[src/rtl/game_pkg.sv]
// ---------------------------------------------------------------------------
// game_pkg
// Shared definitions for the game session logic.
//   state_e      : session state (IDLE, PLAY, OVER)
//   BCD_DIGITS   : number of BCD digits in the score
//   SCORE_MAX    : saturation value of the score
//   bcd_digit_add: single-digit BCD add with carry-out
// ---------------------------------------------------------------------------
package game_pkg;

    typedef enum logic [1:0] {
        IDLE = 2'd0,
        PLAY = 2'd1,
        OVER = 2'd2
    } state_e;

    localparam int          BCD_DIGITS = 4;
    localparam logic [15:0] SCORE_MAX  = 16'h9999;

    typedef struct packed {
        logic       carry;
        logic [3:0] digit;
    } digit_sum_t;

    // Adds 0..2 to one BCD digit (0..9); the result wraps past 9 with carry.
    function automatic digit_sum_t bcd_digit_add(input logic [3:0] d, input logic [1:0] add);
        logic [4:0] t;
        digit_sum_t r;
        t = {1'b0, d} + {3'b000, add};
        if (t > 5'd9) begin
            r.carry = 1'b1;
            r.digit = 4'(t - 5'd10);
        end else begin
            r.carry = 1'b0;
            r.digit = t[3:0];
        end
        return r;
    endfunction

endpackage

[src/rtl/bcd_inc.sv]
// ---------------------------------------------------------------------------
// bcd_inc
// Combinational saturating increment of a 4-digit BCD value.
// Ports:
//   value_i [15:0] : current BCD value, [15:12] is thousands
//   inc_i   [1:0]  : amount to add (1 or 2)
//   sum_o   [15:0] : value_i + inc_i, clamped at 9999
// ---------------------------------------------------------------------------
module bcd_inc
    import game_pkg::*;
(
    input  logic [15:0] value_i,
    input  logic [1:0]  inc_i,
    output logic [15:0] sum_o
);

    logic [15:0] raw_s;
    logic [1:0]  carry_s;
    digit_sum_t  digit_s;

    // Ripple the increment through the digits; a carry out of the top digit saturates.
    always_comb begin
        raw_s   = 16'h0000;
        carry_s = inc_i;
        digit_s = '0;
        for (int i = 0; i < BCD_DIGITS; i++) begin
            digit_s            = bcd_digit_add(value_i[4*i +: 4], carry_s);
            raw_s[4*i +: 4]    = digit_s.digit;
            carry_s            = {1'b0, digit_s.carry};
        end
        if (carry_s != 2'd0) begin
            sum_o = SCORE_MAX;
        end else begin
            sum_o = raw_s;
        end
    end

endmodule

[src/rtl/score_keeper.sv]
// ---------------------------------------------------------------------------
// score_keeper
// Converts the judge's level-held hit/miss into single scoring events and runs
// the IDLE -> PLAY -> OVER game session with a BCD score, streak bonus and lives.
// Ports:
//   clk, rst              : clock, synchronous active-high reset
//   start                 : level, begins a fresh session from IDLE or OVER
//   hit, miss             : judge levels; only 0->1 edges seen in PLAY count
//   score_bcd [15:0]      : 4-digit BCD score
//   lives [3:0]           : remaining lives
//   streak [3:0]          : consecutive hits, saturating at 15
//   playing, game_over    : session state flags
//   hit_pulse, miss_pulse : one-cycle strobes per counted event
// ---------------------------------------------------------------------------
module score_keeper
    import game_pkg::*;
#(
    parameter int LIVES_INIT = 3,
    parameter int STREAK_LEN = 4
) (
    input  logic        clk,
    input  logic        rst,
    input  logic        start,
    input  logic        hit,
    input  logic        miss,
    output logic [15:0] score_bcd,
    output logic [3:0]  lives,
    output logic [3:0]  streak,
    output logic        playing,
    output logic        game_over,
    output logic        hit_pulse,
    output logic        miss_pulse
);

    localparam logic [3:0] LIVES_INIT_C = 4'(LIVES_INIT);
    localparam logic [3:0] STREAK_LEN_C = 4'(STREAK_LEN);

    state_e      state_q, state_d;
    logic [15:0] score_q, score_d;
    logic [3:0]  lives_q, lives_d;
    logic [3:0]  streak_q, streak_d;
    logic        hit_prev_q, hit_prev_d;
    logic        miss_prev_q, miss_prev_d;
    logic        hit_pulse_q, hit_pulse_d;
    logic        miss_pulse_q, miss_pulse_d;
    logic        playing_q, playing_d;
    logic        game_over_q, game_over_d;

    logic        hit_ev_s;
    logic        miss_ev_s;
    logic [3:0]  streak_next_s;
    logic [1:0]  inc_s;
    logic [15:0] score_inc_s;

    // Rising-edge events and the streak/bonus increment for a potential hit.
    always_comb begin
        hit_ev_s  = hit  & ~hit_prev_q;
        miss_ev_s = miss & ~miss_prev_q;
        if (streak_q == 4'd15) begin
            streak_next_s = 4'd15;
        end else begin
            streak_next_s = streak_q + 4'd1;
        end
        if (streak_next_s > STREAK_LEN_C) begin
            inc_s = 2'd2;
        end else begin
            inc_s = 2'd1;
        end
    end

    bcd_inc u_bcd_inc (
        .value_i (score_q),
        .inc_i   (inc_s),
        .sum_o   (score_inc_s)
    );

    // Session state machine and next values of all registered outputs.
    always_comb begin
        state_d      = state_q;
        score_d      = score_q;
        lives_d      = lives_q;
        streak_d     = streak_q;
        hit_pulse_d  = 1'b0;
        miss_pulse_d = 1'b0;
        // Edge history tracks the inputs in every state, so a level already
        // high when PLAY is entered never looks like a fresh edge.
        hit_prev_d   = hit;
        miss_prev_d  = miss;

        case (state_q)
            IDLE, OVER: begin
                if (start) begin
                    state_d  = PLAY;
                    score_d  = 16'h0000;
                    lives_d  = LIVES_INIT_C;
                    streak_d = 4'd0;
                end else begin
                    state_d  = state_q;
                end
            end
            PLAY: begin
                // A miss in the same cycle as a hit wins; the hit is dropped.
                if (miss_ev_s) begin
                    streak_d     = 4'd0;
                    lives_d      = lives_q - 4'd1;
                    miss_pulse_d = 1'b1;
                    if (lives_q == 4'd1) begin
                        state_d = OVER;
                    end else begin
                        state_d = PLAY;
                    end
                end else if (hit_ev_s) begin
                    streak_d    = streak_next_s;
                    score_d     = score_inc_s;
                    hit_pulse_d = 1'b1;
                end else begin
                    state_d = PLAY;
                end
            end
            default: begin
                state_d = IDLE;
            end
        endcase

        playing_d   = (state_d == PLAY);
        game_over_d = (state_d == OVER);
    end

    // State and output registers with synchronous reset.
    always_ff @(posedge clk) begin
        if (rst) begin
            state_q      <= IDLE;
            score_q      <= 16'h0000;
            lives_q      <= 4'd0;
            streak_q     <= 4'd0;
            hit_prev_q   <= 1'b0;
            miss_prev_q  <= 1'b0;
            hit_pulse_q  <= 1'b0;
            miss_pulse_q <= 1'b0;
            playing_q    <= 1'b0;
            game_over_q  <= 1'b0;
        end else begin
            state_q      <= state_d;
            score_q      <= score_d;
            lives_q      <= lives_d;
            streak_q     <= streak_d;
            hit_prev_q   <= hit_prev_d;
            miss_prev_q  <= miss_prev_d;
            hit_pulse_q  <= hit_pulse_d;
            miss_pulse_q <= miss_pulse_d;
            playing_q    <= playing_d;
            game_over_q  <= game_over_d;
        end
    end

    assign score_bcd  = score_q;
    assign lives      = lives_q;
    assign streak     = streak_q;
    assign playing    = playing_q;
    assign game_over  = game_over_q;
    assign hit_pulse  = hit_pulse_q;
    assign miss_pulse = miss_pulse_q;

endmodule
[config.mk]
export PLATFORM = sky130hd
export DESIGN_NAME = score_keeper
export DESIGN_NICKNAME = d
export VERILOG_FILES = /design/src/rtl/game_pkg.sv /design/src/rtl/bcd_inc.sv /design/src/rtl/score_keeper.sv
export SDC_FILE = /design/constraint.sdc
export NUM_CORES = 1
export LEC_CHECK = 0
export CORE_ASPECT_RATIO = 1.25
export CORE_MARGIN = 2
export CORE_UTILIZATION = 33
export DETAILED_ROUTE_END_ITERATION = 12
export PLACE_DENSITY = 0.51
export SKIP_LAST_GASP = 1
export SLEW_MARGIN = 25
export SYNTH_ARGS = -nofsm -noshare
export SYNTH_HDL_FRONTEND = slang
export SYNTH_SLANG_ARGS = --single-unit
[constraint.sdc]
create_clock -name clk -period 7.4 [get_ports clk]
set_clock_uncertainty 0.1 [all_clocks]
set_input_delay 1.48 -clock clk [delete_from_list [all_inputs] [get_ports clk]]
set_output_delay 1.48 -clock clk [all_outputs]
set_load 0.03 [all_outputs]
==> impl_metrics.tcl <==
set metrics [dict create \
    clkTransAtPathRegs_ns 0.07 \
    rsz0062_at_grt "no" \
    synth_top_cell_area_share 0.306 \
    synthToLayoutAreaGrowth_pct 20.8 \
    synth-seq-cells 32 \
    yosysSeqAreaShare 0.306 \
    die_y_um 93.1 \
    async_flop_share 0 \
    grt_overflow 0 \
    r2r-end "score_bcd[14]" \
    drt_pre_antenna_iters 4 \
    finalCriticalPeriod_ns 5.96 \
    grt_pass1_wl_mm 8.02 \
    clockBufferDepth 2 \
    cts_buffers 5 \
    via_per_inst 5.22 \
    synth_ff_type "dfxtp_1" \
    grt_util_all_layers 0.146 \
    worstSkewPairLatency_ns 0.28 \
    r2r_setup_slack_ns 1.44 \
    vdd_drop_max_uv 95.8 \
    utilization 0.411 \
    min_path_type "flop to flop" \
    netlist_top_cells_area "dfxtp_1 (31%), ha_1 (8.4%), a21oi_1 (5.0%), nor3_1 (4.8%), nor2_1 (3.6%)" \
    fin_crit_sh 0.805 \
    crit_arrival_ns 6.09 \
    diodes 0 \
    maxSlewViolCount 0 \
    die_area_um2 7000 \
    rr_startpoint "streak[2]" \
    cp-end-kind "flop" \
    cp_max_fo 9 \
    cts_setup_buffers 0 \
    ff_latch_area_um2 641 \
    leakagePower_nw 0.974 \
    worst_pin_slew_ns 0.473 \
    h-tree-depth 2 \
    drive_gt1_frac 0.0607 \
    multi_input_area_um2 1330 \
    status "finished clean" \
    syn_nets 276 \
    hold_depth 2 \
    cts_tree "done" \
    nNetsFinal 299 \
    drt_iter0_markers 134 \
    fmax_mhz 168 \
    portBuffers 32 \
    io_pins 33 \
    yosys.cell_types.count 56 \
    antenna_found_initial 0 \
    core.rowCount 32 \
    holdPathEnd "score_bcd[13]" \
    grt_max_degree 25 \
    cts.repair.resized 0 \
    hold_viol 0 \
    crit_type "flop to flop" \
    n_fill_cell 646 \
    synth-edff-count 0 \
    drtAntennaViolNets 0 \
    vias 1907 \
    cp-start-kind "flop" \
    ys_warn_count 0 \
    syn_avg_cell_area_um2 8.18 \
    wire_per_inst_um 13.0 \
    cts_sinks 32 \
    root_buffer "clkbuf_8" \
    finalSetupViolCount 0 \
    globalplace.congestion 0.792 \
    r2r_cells 25 \
    hp-start "score_bcd[13]" \
    hpwl_mm 3.45 \
    synth_top_cell_by_area "dfxtp_1" \
    initial_utilization 0.340 \
    first_global_vias 1742 \
    finalSetupTns_ns 0 \
    drc 0 \
    maxCapViolations 0 \
    power_density_nw_per_um2 145 \
    slew-limit-headroom 0.682 \
    syn_area_um2 2090 \
    postSynthCellCount 256 \
    coreArea_um2 6170 \
    drt-total-wl_mm 4.76 \
    cts_hold_buf 0 \
    die_w_um 75.3 \
    crit_required_ns 7.53 \
]
registers in the layout, indices dropped and copies added (netlist names):
register     cells
hit_pulse        1
game_over        1
miss_prev_q      1
state_q          2
hit_prev_q       1
playing          1
lives            4
miss_pulse       1
streak           4
score_bcd       16
worst max-delay path: stages (launching register included):
cell	delay [ns]
dfxtp_1	0.35
nor2_1	0.23
ha_1	0.26
inv_1	0.07
fa_1	0.65
nand2_1	0.12
a21oi_1	0.16
nor2_1	0.07
ha_1	0.22
ha_1	0.45
inv_1	0.15
a21oi_1	0.17
o22ai_1	0.09
a31oi_1	0.20
ha_1	0.23
ha_1	0.32
inv_1	0.18
a21oi_1	0.09
o22ai_1	0.13
a31oi_1	0.06
ha_1	0.24
ha_1	0.29
o21a_1	0.18
o221a_4	0.28
nor3_1	0.39
a221o_1	0.22
report_power, final:
group / total (mW) / internal, mW / switching, mW / leakage (nW)
clock: 0.140 / 0.0759 / 0.0645 / 0.0455
combinational: 0.0448 / 0.0181 / 0.0268 / 0.669
sequential: 0.182 / 0.177 / 0.00460 / 0.260
total: 0.367 / 0.271 / 0.0958 / 0.974
cells by family after synthesis:
group,share of synthesized area
simple gates,0.275
fa+ha+maj,0.0932
xor+xnor,0.0335
compound gates,0.233
buf+inv,0.0597
flops,0.306
metrics by stage:
stage | hold slack [ns] | instances | total power [mW] | area (µm²) | worst slack, ns
global route | 0.461 | 365 | 0.383 | 2530 | 0.866
detailed placement | 0.426 | 357 | 0.231 | 2440 | 1.41
CTS | 0.436 | 365 | 0.375 | 2530 | 1.40
finish | 0.437 | 365 | 0.367 | 2530 | 1.44
floorplan | 0.417 | 256 | 0.217 | 2090 | 1.76
global placement | 0.435 | 357 | 0.231 | 2440 | 1.70
cell usage after synthesis, types with 2 or more instances:
cell	instances
o31ai_1	2
o21bai_1	2
inv_1	10
nand3b_1	6
nor2_1	20
xnor2_1	6
nand3_1	10
nor2b_1	4
o2111ai_1	2
clkbuf_1	13
nor3_1	20
a211oi_1	4
xor2_1	2
nand2b_1	5
a21o_1	3
a21boi_0	2
nand4_1	4
ha_1	14
o21ai_0	9
nor3b_1	2
a31oi_1	6
o22ai_1	2
a21oi_1	21
o21a_1	3
a22o_1	5
nand2_1	17
dfxtp_1	32
and2_1	2
final cells by class:
class                           count  area share
Timing Repair Buffer               33       0.130
Sequential cell                    32       0.253
Inverter                           10      0.0148
Multi-Input combinational cell    197       0.525
Clock buffer                        8      0.0356
Tap cell                           85      0.0420
layer usage:
layer  wire, µm  GRT usage
met5          0          0
met4         85     0.0585
met3        211     0.0345
met2       2300      0.241
met1       2160      0.180
worst max-delay path by stage:
stage	from	endpoint	slack [ns]	depth (start not counted)
after floorplan	streak[2]	score_bcd[3]	1.76	27
after global placement	streak[3]	score_bcd[13]	1.70	25
after detailed placement	streak[2]	score_bcd[14]	1.41	25
after CTS	streak[2]	score_bcd[14]	1.40	25
after global routing	streak[3]	score_bcd[14]	0.87	26
final	streak[2]	score_bcd[14]	1.44	25
cells in the final DEF, fill, tap and decap left out, types with 3 or more instances in the layout:
| master | instances |
|---|---|
| a211oi_1 | 4 |
| a21o_1 | 3 |
| a21oi_1 | 21 |
| a22o_1 | 5 |
| a31oi_1 | 6 |
| clkbuf_8 | 6 |
| clkdlybuf4s50_1 | 32 |
| dfxtp_1 | 32 |
| ha_1 | 14 |
| inv_1 | 10 |
| nand2_1 | 17 |
| nand2b_1 | 5 |
| nand3_1 | 10 |
| nand3b_1 | 6 |
| nand4_1 | 4 |
| nor2_1 | 20 |
| nor2b_1 | 4 |
| nor3_1 | 20 |
| o21a_1 | 3 |
| o21ai_0 | 9 |
| xnor2_1 | 6 |
Note: power is estimated with default switching activity, not from simulation.
